[src/rtl/ascii_line_sender.sv]
// Serialises a snapshotted NUM_CHARS-byte ASCII vector to a UART Tx core, ending each line with CR LF.
// Optional macro ASCII_LINE_SENDER_CHECKSUM_EN inserts ",HH" (XOR checksum in hex) before CR LF.
module ascii_line_sender #(
    parameter int NUM_CHARS = 4
) (
    input  logic                   CLK,
    input  logic                   RST_N,
    input  logic                   iSTART,
    input  logic [NUM_CHARS*8-1:0] iASCII,
    output logic                   oBUSY,
    output logic [7:0]             oTX_DATA,
    output logic                   oTX_VALID,
    input  logic                   iTX_READY,
    output logic                   oDONE,
    output logic [2:0]             dbg_state
);

    localparam int IW = (NUM_CHARS > 1) ? $clog2(NUM_CHARS) : 1;

    typedef enum logic [2:0] {
        IDLE       = 3'd0,
        SEND_CHAR  = 3'd1,
        SEND_CR    = 3'd2,
        SEND_LF    = 3'd3,
        SEND_SEP   = 3'd4,
        SEND_CK_HI = 3'd5,
        SEND_CK_LO = 3'd6
    } state_t;

    state_t                 state;
    state_t                 state_next;
    logic [NUM_CHARS*8-1:0] shadow;
    logic [IW-1:0]          idx;
    logic                   done;
    logic                   start_ok;
    logic                   xfer;
    logic [7:0]             char_byte;

    // Valid/ready: a byte moves on a rising edge with oTX_VALID && iTX_READY;
    // oTX_DATA/oTX_VALID hold until then and the next byte follows immediately.
    assign start_ok  = (state == IDLE) && iSTART;
    assign xfer      = oTX_VALID && iTX_READY;
    assign char_byte = shadow[{idx, 3'b000} +: 8];
    assign oDONE     = done;
    assign dbg_state = state;

`ifdef ASCII_LINE_SENDER_CHECKSUM_EN
    logic [7:0] cksum;

    function automatic logic [7:0] hex_char(input logic [3:0] nib);
        if (nib < 4'd10) begin
            hex_char = 8'h30 + {4'h0, nib};
        end else begin
            hex_char = 8'h37 + {4'h0, nib};
        end
    endfunction

    always_ff @(posedge CLK or negedge RST_N) begin
        if (!RST_N) begin
            cksum <= 8'h00;
        end else if (start_ok) begin
            cksum <= 8'h00;
        end else if (state == SEND_CHAR && xfer) begin
            cksum <= cksum ^ char_byte;
        end
    end
`endif

    always_ff @(posedge CLK or negedge RST_N) begin
        if (!RST_N) begin
            state  <= IDLE;
            shadow <= '0;
            idx    <= '0;
            done   <= 1'b0;
        end else begin
            state <= state_next;
            done  <= (state == SEND_LF) && xfer;
            if (start_ok) begin
                shadow <= iASCII;
                idx    <= IW'(NUM_CHARS - 1);
            end else if (state == SEND_CHAR && xfer && idx != '0) begin
                idx <= idx - 1'b1;
            end
        end
    end

    always_comb begin
        state_next = state;
        oBUSY      = 1'b0;
        oTX_VALID  = 1'b0;
        oTX_DATA   = 8'h00;
        case (state)
            IDLE: begin
                if (start_ok) state_next = SEND_CHAR;
            end
            SEND_CHAR: begin
                oBUSY     = 1'b1;
                oTX_VALID = 1'b1;
                oTX_DATA  = char_byte;
                if (xfer && idx == '0) begin
`ifdef ASCII_LINE_SENDER_CHECKSUM_EN
                    state_next = SEND_SEP;
`else
                    state_next = SEND_CR;
`endif
                end
            end
`ifdef ASCII_LINE_SENDER_CHECKSUM_EN
            SEND_SEP: begin
                oBUSY     = 1'b1;
                oTX_VALID = 1'b1;
                oTX_DATA  = 8'h2C;
                if (xfer) state_next = SEND_CK_HI;
            end
            SEND_CK_HI: begin
                oBUSY     = 1'b1;
                oTX_VALID = 1'b1;
                oTX_DATA  = hex_char(cksum[7:4]);
                if (xfer) state_next = SEND_CK_LO;
            end
            SEND_CK_LO: begin
                oBUSY     = 1'b1;
                oTX_VALID = 1'b1;
                oTX_DATA  = hex_char(cksum[3:0]);
                if (xfer) state_next = SEND_CR;
            end
`endif
            SEND_CR: begin
                oBUSY     = 1'b1;
                oTX_VALID = 1'b1;
                oTX_DATA  = 8'h0D;
                if (xfer) state_next = SEND_LF;
            end
            SEND_LF: begin
                oBUSY     = 1'b1;
                oTX_VALID = 1'b1;
                oTX_DATA  = 8'h0A;
                if (xfer) state_next = IDLE;
            end
            default: state_next = IDLE;
        endcase
    end

endmodule

[config.mk]
export PLATFORM = sky130hd
export DESIGN_NAME = ascii_line_sender
export DESIGN_NICKNAME = d
export VERILOG_FILES = /design/src/rtl/ascii_line_sender.sv
export SDC_FILE = /design/constraint.sdc
export NUM_CORES = 1
export LEC_CHECK = 0
export ABC_AREA = 0
export BUFFER_PORTS_ARGS = -buffer_cell sky130_fd_sc_hd__buf_4
export CAP_MARGIN = 20
export CELL_PAD_IN_SITES_DETAIL_PLACEMENT = 0
export CELL_PAD_IN_SITES_GLOBAL_PLACEMENT = 1
export CORE_MARGIN = 2
export CORE_UTILIZATION = 41
export DETAILED_ROUTE_END_ITERATION = 16
export PLACE_DENSITY_LB_ADDON = 0.1
export RECOVER_POWER = 100
export SLEW_MARGIN = 15
export SYNTH_ARGS = -nofsm -noshare
export SYNTH_HDL_FRONTEND = slang
export SYNTH_SLANG_ARGS = --single-unit
[constraint.sdc]
create_clock -name CLK -period 2.1 [get_ports CLK]
set_input_delay 0.63 -clock CLK [delete_from_list [all_inputs] [get_ports CLK]]
set_output_delay 0.63 -clock CLK [all_outputs]
set_load 0.02 [all_outputs]
# ---- Word level (Yosys, flattened, before mapping)
# Cells that the tools add are included.
dict set report totals {
  reg_bits 38
  in_bits 36
  wordCells 34
}
dict set report classes {
  add_sub_neg 1
  shift 1
  n_eq_ne 7
  reduce_logical 12
  n_mux 9
}
# operator n
set ops {}
lappend ops {{$shiftx 32x6->8} 1}
lappend ops {{$pmux 8 s3} 1}
lappend ops {{$mux 3} 4}
lappend ops {{$pmux 3 s4} 1}
lappend ops {{$eq 3x2->1 const B} 2}
lappend ops {{$logic_and 1x1->1} 6}
lappend ops {{$ne 2x2->1 const B} 3}
lappend ops {{$mux 2} 2}
lappend ops {{$reduce_and 4->1} 1}
lappend ops {{$reduce_bool 2->1} 2}
lappend ops {{$eq 3x1->1 const B} 1}
lappend ops {{$logic_not 3->1} 1}
lappend ops {{$reduce_or 3->1} 1}
lappend ops {{$logic_not 2->1} 1}
lappend ops {{$ne 2x1->1 const B} 1}
lappend ops {{$sub 2x1->2 const B} 1}
lappend ops {{$mux 1} 1}

# ---- Longest topological paths before layout
dict set report depth {
  word_depth 8
  ltp_mapped 6
  ltp_nobuf 5
}

# ---- Worst setup path after synthesis
# No wires, ideal clock.
dict set report synth_path {
  path_kind {reg2out}
  from {register state[0], in the netlist dbg_state[0]}
  to {output port oTX_DATA[4]}
  n_path_buf 0
  t_arrival_ps 1414
  stages_incl_launch_ff 5
  required_ps 1470
  path_slack_ps 56
  path_cell_list {dfrtp_1 -> inv_1 -> ha_1 -> nand2b_1 -> nor2b_1}
}
dict set report synth_between {
  elab_chain_cells 2
  elab_cells_between_ends 4
  classes_between {3 x eq/ne; 1 x mux}
}
# element line
set synth_rtl {}
lappend synth_rtl {{start, declared} 30} ;# state_t state;
lappend synth_rtl {{start signal, assigned} 76} ;# state <= state_next;
lappend synth_rtl {{$eq 3x2->1 / $eq 3x1->1 (equally long branches)} 92} ;# case (state)
lappend synth_rtl {{$pmux 8 s3 *} 92}
lappend synth_rtl {{end, declared} 11} ;# output logic [7:0] oTX_DATA,
# Mark *: on every way between the ends. The rest lies on a longest branch, timed or not.

# ---- Worst setup path after layout
dict set report layout_path {
  from {register idx[0]}
  to {output port oTX_DATA[1]}
}
dict set report layout_between {
  elab_chain_cells 2
}
# element line
set layout_rtl {}
lappend layout_rtl {{start, declared} 33} ;# logic [IW-1:0] idx;
lappend layout_rtl {{start signal, assigned} 80} ;# idx <= IW'(NUM_CHARS - 1);
lappend layout_rtl {{start signal, assigned} 82} ;# idx <= idx - 1'b1;
lappend layout_rtl {{$shiftx 32x6->8} 43} ;# assign char_byte = shadow[{idx, 3'b000} +: 8];
lappend layout_rtl {{$pmux 8 s3} 92}
# No other way between the ends.

==> impl_metrics.prom <==
# TYPE chip_impl_metric gauge
chip_impl_metric{name="finalSetupTns",unit="ns"} -1.05
chip_impl_metric{name="antennaDiodeCount",unit=""} 0
chip_impl_metric{name="clk_sink_count",unit=""} 37
chip_impl_metric{name="fin_skew",unit="ns"} 0.00299
chip_impl_metric{name="power.switching",unit="mW"} 1.21
chip_impl_metric{name="synth_edf_count",unit=""} 0
chip_impl_metric{name="clock_insertion_delay_worst_skew",unit="ns"} 0.28
chip_impl_metric{name="ios",unit=""} 50
chip_impl_metric{name="first_global_vias",unit=""} 1272
chip_impl_info{name="outcome",value="finished with violations"} 1
chip_impl_metric{name="first_pass_grt_wire_length",unit="mm"} 6.13
chip_impl_info{name="critical_path.startpoint",value="idx[0]"} 1
chip_impl_metric{name="cts.clk_slew.worst_paths",unit="ns"} 0.07
chip_impl_info{name="endpoint_kind",value="output port"} 1
chip_impl_metric{name="final_critical_delay_including_setup_and_external_delays",unit="ns"} 2.28
chip_impl_metric{name="largest_net_degree_at_the_start_of_global_routing",unit=""} 38
chip_impl_metric{name="antenna_left",unit=""} 0
chip_impl_metric{name="layout-area-overhead-vs-synth",unit="%"} 31.6
chip_impl_metric{name="register_to_register_setup_slack",unit="ns"} 0.11
chip_impl_metric{name="final_layout_size_suffix_gt1_frac",unit=""} 0.586
chip_impl_info{name="crit-reg2reg-launch",value="dbg_state[1]"} 1
chip_impl_metric{name="place.port_buffers",unit=""} 48
chip_impl_info{name="worstHoldPathType",value="in -> async"} 1
chip_impl_metric{name="clock_tree.buffer_depth",unit=""} 2
chip_impl_metric{name="critical_path.n_buffers_inverters",unit=""} 2
chip_impl_info{name="leading_cell_types_by_total_area_after_synthesis",value="sky130_fd_sc_hd__dfrtp_1 52%, sky130_fd_sc_hd__mux2_2 17%, sky130_fd_sc_hd__mux4_2 10%"} 1
chip_impl_metric{name="die_y",unit="um"} 69.9
chip_impl_info{name="path_class",value="reg -> out"} 1
chip_impl_metric{name="grt-ovfl-total",unit=""} 0
chip_impl_metric{name="synth-async-reset-ratio",unit=""} 1.00
chip_impl_metric{name="floorplan.die.width",unit="um"} 69.9
chip_impl_metric{name="finalWirelength",unit="mm"} 3.61
chip_impl_metric{name="p_leak",unit="nW"} 1.09
chip_impl_metric{name="yosys_warnings",unit=""} 0
chip_impl_metric{name="cp_slowest_stage_delay",unit="ns"} 0.52
chip_impl_metric{name="cts-buffers-inserted",unit=""} 5
chip_impl_metric{name="avgRoutedWirePerCell",unit="um"} 15.6
chip_impl_metric{name="via_to_cell_ratio",unit=""} 5.12
chip_impl_info{name="critical_path.endpoint",value="oTX_DATA[1]"} 1
chip_impl_metric{name="postSynthCellCount",unit=""} 125
chip_impl_metric{name="worstRegToRegCells",unit=""} 6
chip_impl_metric{name="postSynthRegisterBits",unit=""} 37
chip_impl_metric{name="relSlewSlack",unit=""} 0.376
chip_impl_metric{name="power.share.sequential",unit=""} 0.366
chip_impl_metric{name="cell_internal_pwr",unit="mW"} 2.34
chip_impl_metric{name="globalplace.congestion",unit=""} 0.713
chip_impl_metric{name="cell_pwr_density",unit="nW/um^2"} 1520
chip_impl_metric{name="pwr-share-comb",unit=""} 0.481
chip_impl_metric{name="timing.critical_path.fanout_max",unit=""} 5
chip_impl_info{name="cts_tree",value="built"} 1
chip_impl_info{name="cpLargestDelayFamily",value="multiplexers"} 1
chip_impl_metric{name="drc_violations",unit=""} 0
chip_impl_metric{name="design_power_total",unit="mW"} 3.55
chip_impl_info{name="slowest_stage",value="sky130_fd_sc_hd__mux4_2"} 1
chip_impl_metric{name="cts_hold_fix_bufs",unit=""} 0
chip_impl_metric{name="total_number_of_vias",unit=""} 1182
chip_impl_metric{name="netlist-cell-type-count",unit=""} 27
chip_impl_metric{name="place_hpwl",unit="mm"} 2.70
chip_impl_metric{name="mappedNetlistArea",unit="um^2"} 1780
chip_impl_info{name="most_area_hungry_cell_type_in_the_yosys_netlist",value="sky130_fd_sc_hd__dfrtp_1"} 1
chip_impl_info{name="rsz0062_at_grt",value="true"} 1
chip_impl_metric{name="ir_drop",unit="mV"} 0.636
chip_impl_metric{name="grt_util_all_layers",unit=""} 0.160
chip_impl_info{name="violations",value="negative setup slack"} 1
chip_impl_metric{name="post_synth.cell_area_avg",unit="um^2"} 14.2
chip_impl_metric{name="synth.yosys.seq_area_share",unit=""} 0.520
chip_impl_metric{name="first_iter_violations",unit=""} 57
chip_impl_metric{name="post-synth-top-area-fraction",unit=""} 0.520
chip_impl_metric{name="timing.final.setup_violations",unit=""} 8
chip_impl_metric{name="power.switching_fraction",unit=""} 0.342
chip_impl_metric{name="final-hold-violation-count",unit=""} 0
chip_impl_info{name="most_common_cell_in_the_synthesized_netlist",value="sky130_fd_sc_hd__dfrtp_1"} 1
chip_impl_metric{name="fin_ws",unit="ns"} -0.178
chip_impl_metric{name="synth_fp_nets",unit=""} 167
chip_impl_info{name="critical_path.startpoint_type",value="register"} 1
chip_impl_info{name="critical_path.cell_chain",value="buf_6 -> mux4_2 -> a21oi_2 -> nor2_1 -> buf_4"} 1
chip_impl_info{name="critical_path.reg2reg.endpoint",value="shadow[7]"} 1
chip_impl_metric{name="critPathRequiredTime",unit="ns"} 1.47
chip_impl_metric{name="nets_finish",unit=""} 222
chip_impl_metric{name="clock_power_share",unit=""} 0.152
chip_impl_metric{name="final_min_period_over_clock_period",unit=""} 1.08
chip_impl_metric{name="maxCapViolCount",unit=""} 0
chip_impl_info{name="synthTopCellsByCount",value="37 x sky130_fd_sc_hd__dfrtp_1, 27 x sky130_fd_sc_hd__mux2_2, 8 x sky130_fd_sc_hd__mux4_2"} 1
chip_impl_metric{name="total_number_of_cells_along_the_worst_setup_path",unit=""} 5
chip_impl_metric{name="placementRows",unit=""} 23
chip_impl_metric{name="initial_core_utilization",unit=""} 0.436
chip_impl_metric{name="fmax",unit="MHz"} 439
chip_impl_metric{name="placeableCoreArea",unit="um^2"} 4090
chip_impl_metric{name="timing.final.max_slew_violations",unit=""} 0
chip_impl_metric{name="cts-htree-levels",unit=""} 2
chip_impl_metric{name="worst_slew_pin_slew",unit="ns"} 0.936
chip_impl_info{name="root_driver",value="sky130_fd_sc_hd__clkbuf_8"} 1
chip_impl_metric{name="drtPass1Iterations",unit=""} 4
chip_impl_metric{name="final_core_util",unit=""} 0.573
chip_impl_info{name="synth_ff_type",value="sky130_fd_sc_hd__dfrtp_1"} 1
chip_impl_metric{name="die_area",unit="um^2"} 4890
chip_impl_metric{name="worst_ep_arrival_time",unit="ns"} 1.65
chip_impl_metric{name="antenna_found_initial",unit=""} 0
-- how the worst min path moves through the flow --
stage / start / to / cells after the start
2_1_floorplan: RST_N / dbg_state[0] / 0
3_3_place_gp: shadow[0] / shadow[0] / 1
3_5_place_dp: shadow[22] / shadow[22] / 1
4_1_cts: RST_N / shadow[29] / 1
5_1_grt: shadow[22] / shadow[22] / 1
6_report: RST_N / oDONE / 1
-- final cells by class --
cell class,instances,area (um^2)
clock buffer,7,96.3
clock inverter,1,5.00
fill,355,1740
inverter,6,23.8
multi-input combinational,75,827
sequential,37,928
tap,50,62.6
timing repair buffer,55,400
-- routing by layer --
layer  share of wire  GRT usage
met5               0          0
met4          0.0039     0.0513
met3           0.056     0.0447
met2            0.52      0.275
met1            0.42      0.194
-- placed cells by master, fill, tap and decap left out, types with 3 or more instances in the layout --
cell,n
sky130_fd_sc_hd__buf_4,44
sky130_fd_sc_hd__buf_6,3
sky130_fd_sc_hd__clkbuf_1,3
sky130_fd_sc_hd__clkbuf_2,5
sky130_fd_sc_hd__clkbuf_8,7
sky130_fd_sc_hd__dfrtp_1,35
sky130_fd_sc_hd__ha_1,5
sky130_fd_sc_hd__inv_1,5
sky130_fd_sc_hd__mux2_1,6
sky130_fd_sc_hd__mux2_2,27
sky130_fd_sc_hd__mux4_2,8
sky130_fd_sc_hd__nand2_1,4
sky130_fd_sc_hd__nor2b_1,3
-- repair_timing --
item / in CTS / in global routing
setup endpoints to repair: 8 / 9
buffers inserted: 0 / 2
resized for setup: 11 / 2
pin swaps: 6 / 1
-- sequential cells by signal, summed over array words and instances (netlist names) --
name       flops
shadow        32
oDONE          1
dbg_state      2
idx            2
-- kinds of logic after synthesis --
family / count (synthesis) / share of synthesized area
other: 1 / 0.00211
adder cells (fa/ha/maj): 6 / 0.0422
multiplexers: 42 / 0.316
AO/OA/AOI/OAI: 5 / 0.0197
flip-flops: 37 / 0.520
AND/OR/NAND/NOR: 20 / 0.0604
XOR/XNOR: 1 / 0.00492
buffers and inverters: 13 / 0.0351
-- power groups by stage --
| stage | sequential (mW) | combinational (mW) | clock [mW] |
|---|---|---|---|
| 2_1_floorplan | 1.24 | 1.18 | 0 |
| 3_3_place_gp | 1.30 | 1.59 | 0 |
| 6_report | 1.30 | 1.71 | 0.541 |
| 5_1_grt | 1.35 | 1.87 | 0.579 |
| 3_5_place_dp | 1.32 | 1.64 | 0 |
| 4_1_cts | 1.32 | 1.72 | 0.554 |
-- stage by stage --
stage               setup WS, ns  hold WS (ns)  cell area (um^2)  cells
finish                    -0.178         0.478              2340    231
global route              -0.256         0.517              2340    231
CTS                       -0.181         0.315              2340    229
detailed placement        0.0814         0.488              2200    221
global placement          0.0868         0.471              2200    221
floorplan                 0.0557         0.334              1780    125
-- worst register-to-register path: cells and delay by family (launching register included) --
| family | cells | cell delay [ns] |
|---|---|---|
| AND/OR/NAND/NOR | 1 | 0.07 |
| flip-flops | 1 | 0.41 |
| adder cells (fa/ha/maj) | 1 | 0.23 |
| multiplexers | 1 | 0.41 |
| buffers and inverters | 3 | 0.75 |
Power figures use the tool's default switching activity.
